`config.mk`:
```
export PLATFORM = sky130hd
export DESIGN_NAME = instr_fetch
export DESIGN_NICKNAME = d
export VERILOG_FILES = /design/src/rtl/riscv_pkg.sv /design/src/rtl/fetch_fifo.sv /design/src/rtl/instr_fetch.sv
export SDC_FILE = /design/constraint.sdc
export NUM_CORES = 1
export LEC_CHECK = 0
export CAP_MARGIN = 15
export CORE_UTILIZATION = 45
export CTS_CLUSTER_SIZE = 14
export DETAILED_ROUTE_END_ITERATION = 10
export PLACE_DENSITY = 0.72
export SLEW_MARGIN = 0
export SYNTH_ARGS = -nofsm -noshare
export SYNTH_HDL_FRONTEND = slang
export SYNTH_SLANG_ARGS = --single-unit
```
`constraint.sdc`:
```
create_clock -name clk -period 7.3 [get_ports clk]
set_input_delay 1.46 -clock clk [delete_from_list [all_inputs] [get_ports clk]]
set_output_delay 1.46 -clock clk [all_outputs]
set_load 0.005 [all_outputs]
```
`src/rtl/riscv_pkg.sv`:
```
// riscv_pkg: shared RV32I constants and the fetch FSM state type
package riscv_pkg;
  localparam int XLEN = 32;
  localparam logic [XLEN-1:0] NOP_INSTR = 32'h0000_0013;
  typedef enum logic [1:0] {IDLE, REQ, DISCARD} fetch_state_t;
endpackage

```
`src/rtl/fetch_fifo.sv`:
```
// fetch_fifo: synchronous FIFO buffering fetched {pc, instr} words
module fetch_fifo #(
  parameter int DEPTH = 2,
  parameter int WIDTH = 64,
  localparam int AW = $clog2(DEPTH),
  localparam int CW = $clog2(DEPTH) + 1
) (
  input  logic             clk,
  input  logic             rst,
  input  logic             push,
  input  logic             pop,
  input  logic             clear,
  input  logic [WIDTH-1:0] din,
  output logic [WIDTH-1:0] dout,
  output logic             full,
  output logic             empty,
  output logic [CW-1:0]    count
);
  logic [WIDTH-1:0] mem [DEPTH];
  logic [AW-1:0] wr_ptr, rd_ptr;
  logic wr, rd;
  assign full  = count == CW'(DEPTH);
  assign empty = count == '0;
  assign wr    = push && !full;
  assign rd    = pop && !empty;
  assign dout  = mem[rd_ptr];
  always_ff @(posedge clk) begin
    if (rst || clear) begin
      wr_ptr <= '0;
      rd_ptr <= '0;
      count  <= '0;
    end else begin
      if (wr) begin
        mem[wr_ptr] <= din;
        wr_ptr      <= wr_ptr + AW'(1);
      end
      if (rd) rd_ptr <= rd_ptr + AW'(1);
      count <= count + CW'(wr) - CW'(rd);
    end
  end
endmodule

```
`src/rtl/instr_fetch.sv`:
```
// instr_fetch: IF stage owning the PC, imem req/ack fetch, buffering and redirect
module instr_fetch #(
  parameter logic [31:0] RESET_PC   = 32'h0000_0000,
  parameter int          FIFO_DEPTH = 2,
  parameter logic [31:0] NOP_INSTR  = riscv_pkg::NOP_INSTR
) (
  input  logic        clk,
  input  logic        rst,
  output logic        o_imem_req,
  output logic [31:0] o_imem_addr,
  input  logic        i_imem_ack,
  input  logic [31:0] i_imem_rdata,
  output logic [31:0] o_instr,
  output logic [31:0] o_pc,
  output logic        o_ce,
  input  logic        i_stall,
  input  logic        i_flush,
  input  logic [31:0] i_branch_pc,
  output logic        o_misalign
);
  import riscv_pkg::*;
  localparam int CW = $clog2(FIFO_DEPTH) + 1;
  fetch_state_t state;
  logic [31:0] pc;
  logic [63:0] fifo_dout;
  logic fifo_full, fifo_empty, push, pop, room;
  logic [CW-1:0] count;
  logic [CW:0] count_next;
  assign push       = state == REQ && i_imem_ack && !i_flush && !fifo_full;
  assign pop        = !i_stall && !fifo_empty && !i_flush;
  assign count_next = {1'b0, count} + (CW+1)'(push) - (CW+1)'(pop);
  assign room       = count_next < (CW+1)'(FIFO_DEPTH);
  fetch_fifo #(.DEPTH(FIFO_DEPTH), .WIDTH(64)) u_fifo (
    .clk(clk),
    .rst(rst),
    .push(push),
    .pop(pop),
    .clear(i_flush),
    .din({pc, i_imem_rdata}),
    .dout(fifo_dout),
    .full(fifo_full),
    .empty(fifo_empty),
    .count(count)
  );
  always_ff @(posedge clk) begin
    if (rst) begin
      state       <= IDLE;
      pc          <= RESET_PC;
      o_imem_req  <= 1'b0;
      o_imem_addr <= RESET_PC;
      o_instr     <= NOP_INSTR;
      o_pc        <= '0;
      o_ce        <= 1'b0;
      o_misalign  <= 1'b0;
    end else begin
      o_misalign <= i_flush && (|i_branch_pc[1:0]);
      if (i_flush) begin
        pc         <= {i_branch_pc[31:2], 2'b00};
        o_imem_req <= 1'b0;
        state      <= (state != IDLE && !i_imem_ack) ? DISCARD : IDLE;
        o_ce       <= 1'b0;
        o_instr    <= NOP_INSTR;
      end else begin
        if (!i_stall) begin
          o_ce    <= pop;
          o_instr <= pop ? fifo_dout[31:0] : NOP_INSTR;
          if (pop) o_pc <= fifo_dout[63:32];
        end
        case (state)
          IDLE: if (room) begin
            o_imem_req  <= 1'b1;
            o_imem_addr <= pc;
            state       <= REQ;
          end
          REQ: if (i_imem_ack) begin
            pc <= pc + 32'd4;
            if (room) o_imem_addr <= pc + 32'd4;
            else begin
              o_imem_req <= 1'b0;
              state      <= IDLE;
            end
          end
          default: if (i_imem_ack) state <= IDLE;
        endcase
      end
    end
  end
endmodule

```
==> summary.md <==
| Metric | Value |
|---|---|
| CP max stage delay | approximately 0.50 ns |
| Tcrit/Tclk final | between 60 and 70% |
| DP Area | around 0.012 sq mm |
| Power Total | roughly 3.2 mW |
| Status | complete, no violations |
| Fin nets | between 1000 and 1500 |
| Crit path time final | 4.62 ns |
| CP Class | in2reg |
| Cells after synthesis | 858 |
| Clock sink total | around 260 |
| Crit path max-delay cell type | buf_4 |
| Clk buf depth | 3 |
| CTS Hold Bufs | 0 |
| Fraction of layout cells with a size suffix above 1 | between 10% and 20% |
| Metal2 WL | roughly 10 mm |
| TritonRoute pass-1 iters | 4 |
| Die area | between 0.02 and 0.025 sq mm |
| Slew Limit Fails | 0 |
| Crit path DAT | roughly 5.0 ns |
| Metal3 WL | 1.04 mm |
| Crit path buf inv count | 3 |
| Avg Cell Area, Syn | ~12 sq um |
| Final core occ | 57.7% |
| Worst EP required | ~7.7 ns |
| CP top delay family | buffers and inverters |
| Synth warn | 0 |
| Post-DP HPWL | about 14 mm |
| Final ANT Viol Nets | 0 |
| # setup viols final | 0 |
| Final hold viol count | 0 |
| Core area | around 0.023 sq mm |
| Post_cts resized | 0 |
| Skew-Pair Late Insertion Delay | ~0.52 ns |
| Clock root cell | clkbuf_16 |
| N_diodes | 0 |
| Die height | about 150 um |
| Die width | 153 um |
| Highest routed layer | met4 |
| CTS tree | yes |
| Port bufs | about 160 |
| M1 wire length | slightly above 10 mm |
| Filler Cells Inserted | approximately 1900 |
| Crit. End Element | register |
| Clock-pin slew on the worst setup and hold paths | ~0.06 ns |
| Main flop type after synthesis | dfxtp_1 |
| Synth Cell Area | 0.0103 sq mm |
| DR vias | roughly 7000 |
| Simple-gate share of the synthesized area | about an eighth |
| Starting DRT DRC Count | between 300 and 400 |
| Peak supply drop | 0.132 mV |
| WL per Instance | ~17 um |
| Compound-Gate Fraction of Synth Area | a little under a tenth |
| Max-cap violations | 0 |
| Max H-tree Level | 1 |
| First-pass GRT wire length | roughly 35 mm |
| Number of synthesized flops with an enable pin | roughly 120 |
| Slew headroom | 31.4% |
| Post-Synth Adder-Cell Area | less than 1% |
| Final instance area | roughly 0.013 sq mm |
| Initial Util | a little under half |
| Largest family of logic cells by synthesized area | simple AND/OR/NAND/NOR gates |
| Vias/cell | between 5 and 6 |
| GRT Total Usage | approximately 19% |
| Setup Buffers After CTS | 0 |
| IO Pins | about 170 |
| LEAKAGE | 4.37 nW |
| Drt total wl | ~22 mm |
| RSZ-0062 raised after global routing | no |
| Cell taking the most area after synthesis | edfxtp_1 |
| Crit-path max FO | 60 |
| Mux contribution to synthesized area | slightly above 7% |
| Placer congestion estimate | roughly 0.81 |
| Async SR Flop Fraction | 0% |
| Cell variety after synth | between 50 and 60 |
| CTS buffer count | 26 |
| Post-synthesis sequential area ratio | roughly 62% |
| Crit path cell chain | clkdlybuf4s50_1 -> buf_4 -> o21bai_1 -> nor2_1 -> ha_1 -> nand2b_1 -> fa_1 -> xnor2_1 -> nand3b_1 -> nor3b_4 -> buf_4 -> nor2_1 -> a311oi_1 |
| Setup Skew | 0.0140 ns |
| Startpoint types | input pin |
| Post-synth top area share | a little over a third |
| Synthesized flop and latch total | 256 |
| Top cells by area in the synthesized netlist | edfxtp_1 (36%), dfxtp_1 (26%), nor2_1 (4.4%) |
| Cell row count | 55 |
| Vias in the first global route | approximately 6600 |
| FMAX | 217 MHz |
| Antenna violations before repair | 0 |
| Fin Setup TNS | 0 ns |
| Xor/xnor cell area share of the yosys netlist | 5.34% |
| Synth-to-Final Area Change | 26.2% |
| Pwr/cell area | ~240 mW/mm^2 |
| Worst-margin pin slew | about 1.0 ns |
| Grt ovf | 0 |
| HP Class | reg2reg |
| Residual DRC | 0 |
| Largest net degree at the start of global routing | 96 |
[metrics by stage]
stage / hold WS (ns) / instances / worst slack, ns
after floorplan: 0.420 / 861 / 0.0339
after global placement: 0.470 / 1254 / 2.31
after detailed placement: 0.460 / 1254 / 2.23
after CTS: 0.477 / 1302 / 2.71
after global routing: 0.509 / 1302 / 2.36
final: 0.473 / 1302 / 2.68
[placed cells by master, fill, tap and decap left out, types with 7 or more instances in the layout]
cell,count
a211oi_1,56
a21oi_1,25
a22oi_1,29
buf_4,8
clkbuf_16,27
clkdlybuf4s50_1,161
clkinv_2,7
dfxtp_1,131
edfxtp_1,124
inv_1,23
mux2_2,29
mux2i_1,41
nand2_1,32
nand3_1,24
nand4_1,14
nor2_1,119
o21a_1,16
xnor2_1,31
xor2_1,32
[layer usage]
layer	GRT usage (%)	up-vias
li1	-	3356
met1	25.8	3237
met2	30.0	184
met3	2.67	36
met4	5.81	0
met5	0	-
[worst reg2reg max path: cells and delay by family, from the launching register on]
family	cells	cell delay, ns
compound gates	2	0.85
xor+xnor	1	0.20
fa+ha+maj	1	0.40
flops	1	0.48
buf+inv	1	0.50
simple gates	5	0.89
[sequential cells by signal, summed over array words and instances, names as in the netlist, 2 cells and up, named ones only]
name,count
state,2
o_instr,32
o_imem_addr,30
o_pc,30
u_fifo.mem,124
pc,30
u_fifo.count,2
[kinds of logic (layout without fill, tap and decap cells)]
| kind of cell | Yosys count | in the layout |
|---|---|---|
| flops | 256 | 256 |
| mux | 70 | 70 |
| buf+inv | 86 | 242 |
| compound gates | 138 | 138 |
| simple gates | 239 | 239 |
| other cells | 1 | 4 |
| fa+ha+maj | 5 | 5 |
| xor+xnor | 63 | 63 |
[synth_stat cells (3+ instances only)]
cell and number:
nor3_2 3, clkbuf_2 5, nand2b_1 3, xnor2_1 31, nand3b_1 3, buf_4 4, nor4_4 3, buf_1 7
mux2_2 29, buf_2 15, nor2b_1 3, nor2_1 120, nand3_1 24, o21a_1 16, clkbuf_1 31, nor4_1 6
xor2_1 32, inv_1 23, a211oi_1 56, mux2i_1 41, o21ai_0 5, a21oi_1 25, a22oi_1 29, nand4_1 14
nor3_1 6, nand2_1 32, edfxtp_1 124, ha_1 4, a211oi_2 4, dfxtp_1 132, nor4_2 3
[power breakdown]
group	switching (mW)	internal, mW	total (mW)	leakage, nW
registers	0.0391	1.54	1.58	2.21
logic	0.0856	0.0992	0.185	1.70
clock network	0.535	0.858	1.39	0.454
[cell type report]
cell class | instances | area (sq um) | area share [%]
flip-flops and latches | 256 | 6370 | 48.9
multi-input cells | 519 | 3620 | 27.8
repair buffers | 171 | 1680 | 12.9
clock buffers | 34 | 742 | 5.69
well taps | 285 | 357 | 2.74
clock inverters | 14 | 179 | 1.37
inverters | 23 | 86.3 | 0.662
[worst paths after layout]
path / start / end / slack, ns / cells past startpoint
max: i_stall / o_imem_addr[3] / 2.68 / 13
min: o_instr[0] / o_instr[0] / 0.47 / 2
max reg2reg: state[0] / o_imem_addr[3] / 3.86 / 10
min reg2reg: o_instr[0] / o_instr[0] / 0.47 / 2
Note: power is estimated with default switching activity, not from simulation.
